File: config.mk
export PLATFORM = sky130hd
export DESIGN_NAME = uart_rx
export DESIGN_NICKNAME = d
export VERILOG_FILES = /design/src/rtl/decoder_pkg.sv /design/src/rtl/sync2.sv /design/src/rtl/uart_rx.sv
export SDC_FILE = /design/constraint.sdc
export NUM_CORES = 1
export LEC_CHECK = 0
export BUFFER_PORTS_ARGS = -buffer_cell sky130_fd_sc_hd__clkbuf_2
export CAP_MARGIN = 10
export CORE_MARGIN = 3
export CORE_UTILIZATION = 40
export DETAILED_ROUTE_END_ITERATION = 12
export PLACE_DENSITY = 0.69
export SLEW_MARGIN = 20
export SYNTH_ARGS = -nofsm -noshare
export SYNTH_HDL_FRONTEND = slang
export SYNTH_SLANG_ARGS = --single-unit
File: constraint.sdc
create_clock -name clk_i -period 4.6 [get_ports clk_i]
set_input_delay 0.23 -clock clk_i [delete_from_list [all_inputs] [get_ports clk_i]]
set_output_delay 0.23 -clock clk_i [all_outputs]
set_load 0.005 [all_outputs]
File: src/rtl/decoder_pkg.sv
// Shared decoder types: the bus word plus the UART receiver state encoding.
// The PARITY state exists only when UART_RX_PARITY_EN is defined.
package decoder_pkg;

  typedef logic [31:0] word;

  localparam int UartDataBits = 8;
  localparam int UartIdxBits  = 3;

  typedef enum logic [2:0] {
    ST_IDLE   = 3'd0,
    ST_START  = 3'd1,
    ST_DATA   = 3'd2,
`ifdef UART_RX_PARITY_EN
    ST_PARITY = 3'd3,
`endif
    ST_STOP   = 3'd4
  } uart_rx_state_t;

  // Even parity: the parity bit that makes the total count of ones even.
  function automatic logic even_parity(input logic [UartDataBits-1:0] bits);
    return ^bits;
  endfunction

endpackage

File: src/rtl/sync2.sv
// Generic two-flop synchronizer for asynchronous input pins.
// Both stages reset to RESET_VAL so the pin reads as its idle level after reset.
module sync2 #(
  parameter logic RESET_VAL = 1'b1
) (
  input  logic clk_i,
  input  logic reset_i,
  input  logic d,
  output logic q
);

  logic meta_r;
  logic sync_r;

  // Two-stage capture; the first stage may go metastable.
  always_ff @(posedge clk_i) begin
    if (!reset_i) begin
      meta_r <= RESET_VAL;
      sync_r <= RESET_VAL;
    end else begin
      meta_r <= d;
      sync_r <= meta_r;
    end
  end

  assign q = sync_r;

endmodule

File: src/rtl/uart_rx.sv
// 8N1 UART receiver with a one-entry valid/ready output register and
// framing/overrun pulses. Define UART_RX_PARITY_EN for an even-parity bit.
module uart_rx
  import decoder_pkg::*;
(
  input  logic        clk_i,
  input  logic        reset_i,
  input  logic [31:0] prescaler,
  input  logic        rx,
  output logic [7:0]  data,
  output logic        valid,
  input  logic        ready,
  output logic        frame_err,
`ifdef UART_RX_PARITY_EN
  output logic        parity_err,
`endif
  output logic        overrun
);

  uart_rx_state_t state_r, state_nxt_s;

  word                     cnt_r, cnt_nxt_s;
  logic [UartIdxBits-1:0]  bit_idx_r, bit_idx_nxt_s;
  logic [UartDataBits-1:0] shreg_r, shreg_nxt_s;
  logic [UartDataBits-1:0] data_r, data_nxt_s;
  logic                    valid_r, valid_nxt_s;
  logic                    frame_err_r, frame_err_nxt_s;
  logic                    overrun_r, overrun_nxt_s;
`ifdef UART_RX_PARITY_EN
  logic                    parity_err_r, parity_err_nxt_s;
  logic                    par_bit_r, par_bit_nxt_s;
`endif

  logic rx_sync_s;
  logic rx_sync_q_r;
  logic tick_s;
  logic rx_fall_s;
  logic parity_bad_s;

  sync2 #(.RESET_VAL(1'b1)) u_sync (
    .clk_i   (clk_i),
    .reset_i (reset_i),
    .d       (rx),
    .q       (rx_sync_s)
  );

  // One-cycle delayed copy of the synchronized line for edge detection.
  always_ff @(posedge clk_i) begin
    if (!reset_i) begin
      rx_sync_q_r <= 1'b1;
    end else begin
      rx_sync_q_r <= rx_sync_s;
    end
  end

  assign tick_s    = (cnt_r == 32'd0);
  assign rx_fall_s = rx_sync_q_r & ~rx_sync_s;

  // Parity check against the captured byte; constant clear without the option.
  always_comb begin
`ifdef UART_RX_PARITY_EN
    parity_bad_s = (even_parity(shreg_r) != par_bit_r);
`else
    parity_bad_s = 1'b0;
`endif
  end

  // Next-state, bit timer, shifter and output register logic.
  // Bits are taken from the delayed copy: the edge costs one cycle to detect,
  // and this keeps the sample point inside the bit even at prescaler 0.
  always_comb begin
    state_nxt_s     = state_r;
    cnt_nxt_s       = cnt_r;
    bit_idx_nxt_s   = bit_idx_r;
    shreg_nxt_s     = shreg_r;
    data_nxt_s      = data_r;
    valid_nxt_s     = valid_r & ~ready;
    frame_err_nxt_s = 1'b0;
    overrun_nxt_s   = 1'b0;
`ifdef UART_RX_PARITY_EN
    parity_err_nxt_s = 1'b0;
    par_bit_nxt_s    = par_bit_r;
`endif

    case (state_r)
      ST_IDLE: begin
        if (rx_fall_s) begin
          cnt_nxt_s   = prescaler >> 1;
          state_nxt_s = ST_START;
        end else begin
          state_nxt_s = ST_IDLE;
        end
      end

      ST_START: begin
        if (tick_s) begin
          cnt_nxt_s = prescaler;
          if (rx_sync_q_r) begin
            state_nxt_s = ST_IDLE;
          end else begin
            bit_idx_nxt_s = {UartIdxBits{1'b0}};
            state_nxt_s   = ST_DATA;
          end
        end else begin
          cnt_nxt_s = cnt_r - 32'd1;
        end
      end

      ST_DATA: begin
        if (tick_s) begin
          cnt_nxt_s   = prescaler;
          shreg_nxt_s = {rx_sync_q_r, shreg_r[UartDataBits-1:1]};
          if (bit_idx_r == UartIdxBits'(UartDataBits - 1)) begin
`ifdef UART_RX_PARITY_EN
            state_nxt_s = ST_PARITY;
`else
            state_nxt_s = ST_STOP;
`endif
          end else begin
            bit_idx_nxt_s = bit_idx_r + 3'd1;
          end
        end else begin
          cnt_nxt_s = cnt_r - 32'd1;
        end
      end

`ifdef UART_RX_PARITY_EN
      ST_PARITY: begin
        if (tick_s) begin
          cnt_nxt_s     = prescaler;
          par_bit_nxt_s = rx_sync_q_r;
          state_nxt_s   = ST_STOP;
        end else begin
          cnt_nxt_s = cnt_r - 32'd1;
        end
      end
`endif

      ST_STOP: begin
        if (tick_s) begin
          frame_err_nxt_s = ~rx_sync_q_r;
`ifdef UART_RX_PARITY_EN
          parity_err_nxt_s = parity_bad_s;
`endif
          if (rx_sync_q_r && !parity_bad_s) begin
            if (!valid_r || ready) begin
              data_nxt_s  = shreg_r;
              valid_nxt_s = 1'b1;
            end else begin
              overrun_nxt_s = 1'b1;
            end
          end else begin
            data_nxt_s = data_r;
          end
          // A start edge arriving with the stop sample begins the next frame.
          if (rx_fall_s) begin
            cnt_nxt_s   = prescaler >> 1;
            state_nxt_s = ST_START;
          end else begin
            cnt_nxt_s   = prescaler;
            state_nxt_s = ST_IDLE;
          end
        end else begin
          cnt_nxt_s = cnt_r - 32'd1;
        end
      end

      default: begin
        state_nxt_s = ST_IDLE;
      end
    endcase
  end

  // FSM state register.
  always_ff @(posedge clk_i) begin
    if (!reset_i) begin
      state_r <= ST_IDLE;
    end else begin
      state_r <= state_nxt_s;
    end
  end

  // Datapath and output registers.
  always_ff @(posedge clk_i) begin
    if (!reset_i) begin
      cnt_r       <= 32'd0;
      bit_idx_r   <= {UartIdxBits{1'b0}};
      shreg_r     <= {UartDataBits{1'b0}};
      data_r      <= {UartDataBits{1'b0}};
      valid_r     <= 1'b0;
      frame_err_r <= 1'b0;
      overrun_r   <= 1'b0;
`ifdef UART_RX_PARITY_EN
      parity_err_r <= 1'b0;
      par_bit_r    <= 1'b0;
`endif
    end else begin
      cnt_r       <= cnt_nxt_s;
      bit_idx_r   <= bit_idx_nxt_s;
      shreg_r     <= shreg_nxt_s;
      data_r      <= data_nxt_s;
      valid_r     <= valid_nxt_s;
      frame_err_r <= frame_err_nxt_s;
      overrun_r   <= overrun_nxt_s;
`ifdef UART_RX_PARITY_EN
      parity_err_r <= parity_err_nxt_s;
      par_bit_r    <= par_bit_nxt_s;
`endif
    end
  end

  assign data      = data_r;
  assign valid     = valid_r;
  assign frame_err = frame_err_r;
  assign overrun   = overrun_r;
`ifdef UART_RX_PARITY_EN
  assign parity_err = parity_err_r;
`endif

endmodule

==> results of run 1 <==
## power groups by stage
stage	logic, W	clock network, W	registers [W]
final	0.000364	0.000452	0.000570
after global routing	0.000399	0.000481	0.000574
after CTS	0.000353	0.000458	0.000569
after detailed placement	0.000352	0	0.000581
after global placement	0.000345	0	0.000580
after floorplan	0.000271	0	0.000571
## layout by cell type, fill, tap and decap left out, drive strengths merged, types with 3 or more instances in the layout
master,count
a211oi,4
a21o,3
a21oi,25
a221o,10
a221oi,10
a22o,5
a22oi,4
a31oi,3
a32o,10
and3,12
buf,5
clkbuf,55
clkinv,3
dfxtp,60
ha,4
inv,9
mux2i,3
nand2,51
nand2b,8
nand3,22
nand4,6
nor2,35
nor2b,3
nor3,30
nor3b,3
nor4,16
o211ai,4
o21ai,45
o22ai,5
or3,11
or4,5
xnor2,7
## metal layers
metal  track usage [%]  vias to the layer above  wire [um]
met5                 0                        -          0
met1              29.4                     1833       4730
met3              4.50                       29       1040
met2              33.7                      205       4850
met4              8.90                        0        278
li1                  -                     1836          -
## worst max-delay path, delay by kind of cell (launching register included)
family / cells / cell delay (ns)
flops: 1 / 0.36
simple gates: 3 / 1.81
compound gates: 3 / 1.13
## sequential cells by signal (all words and copies together) (netlist names)
| name | count |
|---|---|
| overrun | 1 |
| u_sync.meta_r | 1 |
| u_sync.q | 1 |
| bit_idx_r | 3 |
| shreg_r | 8 |
| rx_sync_q_r | 1 |
| cnt_r | 32 |
| frame_err | 1 |
| valid | 1 |
| state_r | 3 |
| data | 8 |
## through the flow
step / utilization, % / setup slack [ns]
after detailed placement: 44.0 / 1.28
after global placement: 44.0 / 1.34
after floorplan: - / 2.01
after CTS: 46.0 / 1.27
after global routing: 46.3 / 1.04
final: 46.3 / 1.20
## cell type report
cell class | count | area share, %
clock buffer | 9 | 3.05
timing repair buffer | 51 | 7.09
tap | 108 | 3.33
sequential | 60 | 29.6
multi-input combinational | 368 | 55.0
clock inverter | 7 | 1.39
inverter | 6 | 0.555
## logic make-up (layout without fill, tap and decap cells)
group / count (synthesis) / after routing / share of synthesized area, %
AO/OA/AOI/OAI: 144 / 144 / 28.0
XOR/XNOR: 8 / 8 / 1.94
adder cells (fa/ha/maj): 4 / 4 / 1.38
buffers and inverters: 41 / 73 / 5.08
flip-flops: 60 / 60 / 33.2
multiplexers: 3 / 3 / 0.830
AND/OR/NAND/NOR: 209 / 209 / 29.5
## worst min-delay path by stage
stage | slack, ns | depth (start not counted) | to
2_1_floorplan | 0.33 | 1 | u_sync.meta_r
3_3_place_gp | 0.39 | 1 | u_sync.q
3_5_place_dp | 0.39 | 1 | u_sync.q
4_1_cts | 0.03 | 2 | u_sync.meta_r
5_1_grt | 0.05 | 2 | u_sync.meta_r
6_report | 0.05 | 2 | u_sync.meta_r
==> impl_metrics.yaml, run 1 <==
timing:
  skew_ns: 0.0139
  max_freq_ghz: 0.294
  drv_slew: 0
  whs_ns: 0.0457
  fin_setup_tns_ns: 0
  tightest_slew_ns: 1.03
  slew_headroom_pct: 30.9
  grt_setup_unrepaired: "false"
  hold_viol: 0
  fin_crit_ns: 3.40
  post-route-period-util_pct: 73.8
  setup-violations-final: 0
pwr:
  combPwrFrac_pct: 26.3
  leakagePower_nw: 1.52
  seqPwrFrac_pct: 41.1
  irDropWorstVdd_mv: 0.148
  clockPowerShare_pct: 32.6
  switching_share_pct: 37.3
  powerDensity_nw_per_um2: 341
  internal-power_w: 0.000868
  power_w: 0.00139
  power_switching_w: 0.000517
flow_run:
  maxCapViolCount: 0
synthesis:
  synth.avg_cell_area_um2: 7.72
  ys_warn_count: 0
  synth-seq-area-share_pct: 33.2
  async_flop_share_pct: 0
  yosysMostFrequentCell: "dfxtp_1"
  synthCells: 469
  synth_nets: 509
  yosys-top-cells-area: "dfxtp_1 33%, o21ai_0 5.9%, nand2_1 5.3%"
  ys_types: 56
  yosysTopAreaCell: "dfxtp_1"
  synth_top_area_share_pct: 33.2
  synth-main-ff-cell: "dfxtp_1"
  synth-edff-count: 0
  ys_ff_latch: 60
  netlist_area_um2: 3620
  synth_top_cells_by_count: "60 x dfxtp_1, 51 x nand2_1, 43 x o21ai_0"
cts:
  clk-insertion-delay-late_ns: 0.36
  cts-buffers-inserted: 9
  cts.sinks: 60
  htree_levels: 3
  cts_hold_buffers: 0
  path_clk_slew_ns: 0.09
  clock-root-buffer: "clkbuf_8"
  ctsResizeCount: 0
  cts_tree: "built"
  cts_setup_buffers: 0
  clockBufferDepth: 2
grt:
  globalRouteOverflowTotal: 0
  grt_pass1_wl_um: 17800
  grt_max_degree: 51
  grt_pass1_vias: 3552
  grtUsageTotal_pct: 21.7
  grt_antenna_before_repair: 0
setup_path:
  reg2reg_depth: 6
  worstReg2RegEnd: "cnt_r[9]"
  critPathArrivalTime_ns: 3.67
  required_ns: 4.88
  crit_path_start_kind: "register"
  path_max_fanout: 22
  crit_start: "cnt_r[3]"
  crit_chain: "or4_1 > or4_1 > nor3_4 > a21o_1 > a221oi_1 > o21ai_0"
  r2r_slack_ns: 1.20
  worst_setup_path_end_kind: "register"
  max_stage_delay_ns: 0.73
  crit_type: "reg -> reg"
  slowest_stage: "a21o_1"
  regToRegStartpoint: "cnt_r[3]"
  cp_common_cell: "or4_1"
  crit_end: "cnt_r[9]"
routing:
  detail_route.wl_per_cell_um: 17.9
  dr.pass1.iters: 5
  wirelength_um: 10900
  drt_iter0_markers: 392
  vias: 3903
  drc_errors: 0
  antenna_left: 0
  vias_per_cell: 6.41
cells_and_area:
  antennaDiodeCount: 0
  seqCellArea_um2: 1200
  multi_input_area_um2: 2230
  layout-drive-gt1-share_pct: 15.4
  layout.cells.non_filler: 609
  syn2layout_area_growth_pct: 12.2
  fin_area_um2: 4060
  layout.nets: 536
  nFillCells: 887
floorplanning:
  die_area_um2: 10200
  rows: 34
  start_util_pct: 41.3
  die_y_um: 101
  core_area_um2: 8760
  ios: 47
  die_w_um: 101
place:
  hpwlAfterDp_um: 7180
  gp_congestion: 0.862
  dp.cells: 592
  io_buffer_count: 46
  post_dp_cell_area_um2: 3850
min_path:
  min_path_type: "in -> reg"
  min-delay-start: "rx"
status:
  outcome: "completed"
Note: power is estimated with default switching activity, not from simulation.
==> run 2, diff against run 1 <==
ABC_AREA = 1   (was not set)
PLACE_DENSITY = 0.68   (was 0.69)
clock period = 3.55 ns   (was 4.6 ns; I/O delays follow)
==> run 2 against run 1 <==
Sequential power grew 67%. Worst hold slack gained 0.077 ns. Non-clock buffer count grew 2.
==> impl_metrics.yaml, run 2 <==
cells_and_area:
  layout-drive-gt1-share_pct: 12.8
  mostFrequentLayoutCells: "225 x nand2_1, 127 x nor2_1, 76 x o21ai_0"
  layout.cells.non_filler: 925
  layout.nets: 824
  nFillCells: 1173
  top_register: "cnt_r"
  largest_reg_flops: 32
  antennaDiodeCount: 0
  layout.cells.most_common: "nand2_1"
  syn2layout_area_growth_pct: 12.0
synthesis:
  async_flop_share_pct: 0
  netlist_area_um2: 4290
  synth-main-ff-cell: "dfxtp_1"
  synth-edff-count: 0
  yosysMostFrequentCell: "nand2_1"
  synthCells: 744
  ys_warn_count: 0
  synth.avg_cell_area_um2: 5.76
  synth_top_cells_by_count: "225 x nand2_1, 127 x nor2_1, 76 x o21ai_0"
  ys_types: 32
  synth_top_area_share_pct: 28.0
  synth-seq-area-share_pct: 28.0
  synth_nets: 784
  ys_ff_latch: 60
  yosys-top-cells-area: "dfxtp_1 28%, nand2_1 20%, nor2_1 11%"
  yosysTopAreaCell: "dfxtp_1"
floorplanning:
  die_y_um: 110
  die_w_um: 110
  rows: 37
  die_area_um2: 12000
  core_area_um2: 10400
  start_util_pct: 41.4
  ios: 47
pwr:
  seqPwrFrac_pct: 25.5
  combPwrFrac_pct: 57.5
  power_switching_w: 0.00191
  powerDensity_nw_per_um2: 776
  leakagePower_nw: 2.29
  switching_share_pct: 51.3
  clockPowerShare_pct: 17.0
  power_w: 0.00373
  internal-power_w: 0.00181
  irDropWorstVdd_mv: 0.262
setup_path:
  worst_setup_path_end_kind: "register"
  crit_path_start_kind: "register"
  required_ns: 3.80
  crit_type: "reg -> reg"
  critPathArrivalTime_ns: 2.70
  path_max_fanout: 32
routing:
  antenna_left: 0
  vias: 4680
  drt_iter0_markers: 279
  detail_route.wl_per_cell_um: 13.0
  drc_errors: 0
  dr.pass1.iters: 5
  vias_per_cell: 5.06
  wirelength_um: 12000
grt:
  grt_pass1_wl_um: 19900
  grt_antenna_before_repair: 0
  grtUsageTotal_pct: 21.0
  globalRouteOverflowTotal: 0
  grt_pass1_vias: 4154
  grt_max_degree: 36
place:
  io_buffer_count: 46
  dp.cells: 908
  hpwlAfterDp_um: 8770
  gp_congestion: 0.902
timing:
  fin_crit_ns: 2.45
  max_freq_ghz: 0.408
  slew_headroom_pct: 44.5
  tightest_slew_ns: 0.832
  grt_setup_unrepaired: "false"
  fin_setup_tns_ns: 0
  setup-violations-final: 0
  drv_slew: 0
  hold_viol: 0
  skew_ns: 0.00827
  post-route-period-util_pct: 69.0
status:
  outcome: "completed"
flow_run:
  maxCapViolCount: 0
cts:
  cts-buffers-inserted: 9
  htree_levels: 3
  path_clk_slew_ns: 0.07
  clockBufferDepth: 2
  cts_tree: "built"
  clk-insertion-delay-late_ns: 0.35
  cts.sinks: 60
  clock-root-buffer: "clkbuf_8"
min_path:
  min_path_type: "in -> reg"
[run 2: cell types whose count changed after synthesis, moves of 12 or more]
cell | before | now
nand2_1 | 51 | 225
nor2_1 | 35 | 127
o21ai_0 | 43 | 76
clkbuf_1 | 23 | 11
nor4_1 | 15 | 1
and3_1 | 12 | 0
inv_1 | 6 | 68
nand3_1 | 22 | 48
nor3_1 | 29 | 11
[run 2: final timing paths]
path / start / to / slack, ns / cells after the start
setup / recovery: state_r[0] / cnt_r[10] / 1.10 / 12
hold / removal: ready / overrun / 0.12 / 4
setup reg to reg: state_r[0] / cnt_r[10] / 1.10 / 12
hold reg to reg: u_sync.meta_r / u_sync.q / 0.42 / 1
[run 2: timing repair]
action / CTS / global route
setup buffers: 0 / 0
hold buffers: 1 / 0
gates resized for setup: 0 / 0
endpoints found under the hold margin: 1 / 0
[run 2: area by class of cell]
cell class | instances | area [um2] | area share (%)
Multi-Input combinational cell | 583 | 2660 | 55.3
Sequential cell | 60 | 1200 | 25.0
Inverter | 77 | 294 | 6.12
Timing Repair Buffer | 53 | 285 | 5.94
Tap cell | 136 | 170 | 3.54
Clock buffer | 9 | 124 | 2.58
Clock inverter | 7 | 75.1 | 1.56
[run 2: cells by family after synthesis]
logic type / after synthesis / synth area share (%)
AOI/OAI and AO/OA: 126 / 15.0
xor gates and xnor gates: 9 / 1.84
adders and majority gates: 4 / 1.17
buffers and inverters: 101 / 10.1
DFF: 60 / 28.0
and+or+nand+nor: 444 / 43.9
[run 2: metrics by stage]
stage	worst slack (ns)	utilization, %	cell area [um2]	hold slack [ns]
after floorplan	1.95	-	4290	0.284
after global placement	1.26	44.3	4600	0.361
after detailed placement	1.15	44.3	4600	0.367
after CTS	1.14	46.3	4800	0.111
after global routing	0.821	46.3	4800	0.141
final	1.10	46.3	4800	0.122
[run 2: worst max-delay path, cell delays in order (launching register included)]
cell and delay [ns]:
dfxtp_1 0.40, inv_1 0.07, nand3_2 0.20, nand2_2 0.17
inv_2 0.10, nand2_2 0.09, inv_4 0.28, nand2_1 0.24
buf_4 0.26, inv_2 0.26, a21oi_1 0.11, nand2_1 0.10
inv_1 0.04
[run 2: power by group through the flow]
stage	Sequential, W	Combinational (W)	Clock, W
3_3_place_gp	0.000962	0.00211	0
6_report	0.000950	0.00214	0.000632
3_5_place_dp	0.000960	0.00212	0
4_1_cts	0.000946	0.00213	0.000646
2_1_floorplan	0.000922	0.00170	0
5_1_grt	0.000970	0.00247	0.000676
[run 2: metal layers]
layer / track usage [%] / part of all wire, %
met1: 29.0 / 47
met2: 32.8 / 45
met3: 4.29 / 5.8
met4: 6.50 / 2.1
met5: 0 / 0
==> run 3, diff against run 2 <==
ABC_AREA = 0   (was 1)
PLACE_DENSITY = 0.71   (was 0.68)
clock period = 2.2 ns   (was 3.55 ns; I/O delays follow)
==> run 3 against run 2 <==
Critical path type unchanged. Fmax decreased by 3.3%. Setup slack worse by 1.4 ns. Register-to-register slack worse by 1.4 ns. Clock skew increased by 0.0036 ns. Combinational power fell by 37%. Utilization rose by 16 points. The run now ends with setup timing left. Via count decreased by 4.5%. Power grew 0.72%. Die area down 15%. Cell count down 23%.
==> impl_metrics.yaml, run 3 (same netlist as run 1, synthesis figures left out) <==
pwr:
  clockPowerShare_pct: 32.7
  leakagePower_nw: 2.17
  power_switching_w: 0.00123
  seqPwrFrac_pct: 31.3
  combPwrFrac_pct: 36.0
  irDropWorstVdd_mv: 0.350
  internal-power_w: 0.00253
  powerDensity_nw_per_um2: 683
  switching_share_pct: 32.7
timing:
  hold_viol: 0
  fin_ws_ns: -0.333
  tightest_slew_ns: 0.964
  max_freq_ghz: 0.395
  fin_setup_tns_ns: -14.65
  slew_headroom_pct: 35.5
  drv_slew: 0
  skew_ns: 0.0118
  grt_setup_unrepaired: "true"
  fin_crit_ns: 2.53
  post-route-period-util_pct: 115
  setup-violations-final: 57
setup_path:
  crit_path_start_kind: "register"
  crit_chain: "or4_4 > or4_4 > nor3_4 > buf_4 > buf_6 > a21o_4 > clkbuf_16 > a21o_1 > a32o_1"
  path_buf_inv: 3
  required_ns: 2.48
  max_stage_delay_ns: 0.55
  crit_family: "simple AND/OR/NAND/NOR gates"
  crit_type: "reg -> reg"
  cp_common_cell: "or4_4"
  critPathArrivalTime_ns: 2.81
  crit_start: "cnt_r[27]"
  path_max_fanout: 5
  cp.depth: 9
  worstReg2RegEnd: "cnt_r[7]"
  slowest_stage: "or4_4"
  crit_end: "cnt_r[7]"
  reg2reg_depth: 9
  regToRegStartpoint: "cnt_r[27]"
  r2r_slack_ns: -0.33
  worst_setup_path_end_kind: "register"
place:
  pre_cts_ws_ns: -0.374
  dp.cells: 664
  io_buffer_count: 46
  gp_congestion: 0.905
  hpwlAfterDp_um: 8230
  post_dp_cell_area_um2: 4520
cells_and_area:
  nFillCells: 671
  layout.cells.non_filler: 708
  layout.cells.most_common: "buf_4"
  syn2layout_area_growth_pct: 51.8
  antennaDiodeCount: 0
  top_register: "cnt_r"
  fin_area_um2: 5490
  mostFrequentLayoutCells: "79 x buf_4, 57 x dfxtp_1, 46 x clkbuf_2"
  largest_reg_flops: 32
  layout.nets: 635
  layout-drive-gt1-share_pct: 40.7
routing:
  antenna_left: 0
  drc_errors: 0
  wirelength_um: 13600
  detail_route.wl_per_cell_um: 19.2
  vias_per_cell: 6.31
  drt_iter0_markers: 346
  vias: 4468
  dr.pass1.iters: 6
status:
  violations: "setup timing"
  outcome: "finished with violations"
cts:
  clockBufferDepth: 2
  cts-buffers-inserted: 9
  cts_tree: "built"
  clk-insertion-delay-late_ns: 0.35
  htree_levels: 3
  path_clk_slew_ns: 0.08
  cts.sinks: 60
  clock-root-buffer: "clkbuf_8"
grt:
  globalRouteOverflowTotal: 0
  grt_max_degree: 50
  grt_pass1_wl_um: 20000
  grtUsageTotal_pct: 24.5
  grt_pass1_vias: 4102
  grt_antenna_before_repair: 0
floorplanning:
  ios: 47
  die_area_um2: 10200
  core_area_um2: 8760
  start_util_pct: 41.3
  rows: 34
  die_w_um: 101
  die_y_um: 101
flow_run:
  maxCapViolCount: 0
min_path:
  min_path_type: "in -> reg"
[run 3: cell count changes in the layout (fill, tap and decap cells not counted), moves of 10 or more]
cell / delta
nand2_1: -185
a221o_1: +10
a21oi_1: -17
or3_1: +11
a32o_1: +10
nor3_1: +15
inv_1: -62
nor2_1: -95
nand3_1: -35
o21ai_0: -50
buf_4: +73
a21oi_2: +10
nor4_1: +12
[run 3: final cells by class]
| cell class | instances | area [um2] | share of cell area [%] |
|---|---|---|---|
| well taps | 108 | 135 | 2.46 |
| inverters | 6 | 22.5 | 0.410 |
| multi-input cells | 368 | 2620 | 47.6 |
| clock buffers | 9 | 124 | 2.26 |
| repair buffers | 150 | 1280 | 23.2 |
| clock inverters | 7 | 115 | 2.10 |
| flip-flops and latches | 60 | 1200 | 21.9 |
[run 3: how the worst min path moves through the flow]
stage / startpoint / end / slack, ns / cells after the start
finish: prescaler[12] / cnt_r[12] / 0.05 / 3
global route: prescaler[12] / cnt_r[12] / 0.06 / 3
CTS: prescaler[12] / cnt_r[12] / 0.03 / 3
detailed placement: rx / u_sync.meta_r / 0.29 / 2
global placement: rx / u_sync.meta_r / 0.30 / 2
floorplan: rx / u_sync.meta_r / 0.21 / 1
[run 3: timing repair]
action,4_1_cts,5_1_grt
pin swaps,10,38
hold buffers,1,0
hold endpoints to repair,1,0
endpoints found under the setup margin,57,57
resized for setup,27,66
cloned,3,4
setup buffers,12,9
[run 3: metal layers]
| layer | wire length [um] | part of all wire (%) | global-route usage [%] |
|---|---|---|---|
| met5 | 0 | 0 | 0 |
| met4 | 478 | 3.5 | 10.2 |
| met3 | 1070 | 7.9 | 3.74 |
| met2 | 6640 | 49 | 41.8 |
| met1 | 5380 | 40 | 30.8 |
[run 3: power groups by stage]
stage / Sequential, W / Combinational [W] / Clock (W)
after global routing: 0.00118 / 0.00143 / 0.00128
after detailed placement: 0.00119 / 0.00105 / 0
after CTS: 0.00117 / 0.00117 / 0.00123
after floorplan: 0.00120 / 0.000603 / 0
after global placement: 0.00119 / 0.00103 / 0
final: 0.00117 / 0.00135 / 0.00123
[run 3: tightest hold or removal path, stage by stage]
cell and delay, ns:
clkbuf_2 0.09, nand3_1 0.07, a31oi_1 0.07
[run 3: metrics by stage]
step | hold slack [ns] | util, % | power [W]
finish | 0.0464 | 62.7 | 0.00375
global route | 0.0637 | 62.7 | 0.00389
CTS | 0.0344 | 57.6 | 0.00358
detailed placement | 0.294 | 51.6 | 0.00224
global placement | 0.296 | 51.6 | 0.00223
floorplan | 0.211 | - | 0.00180
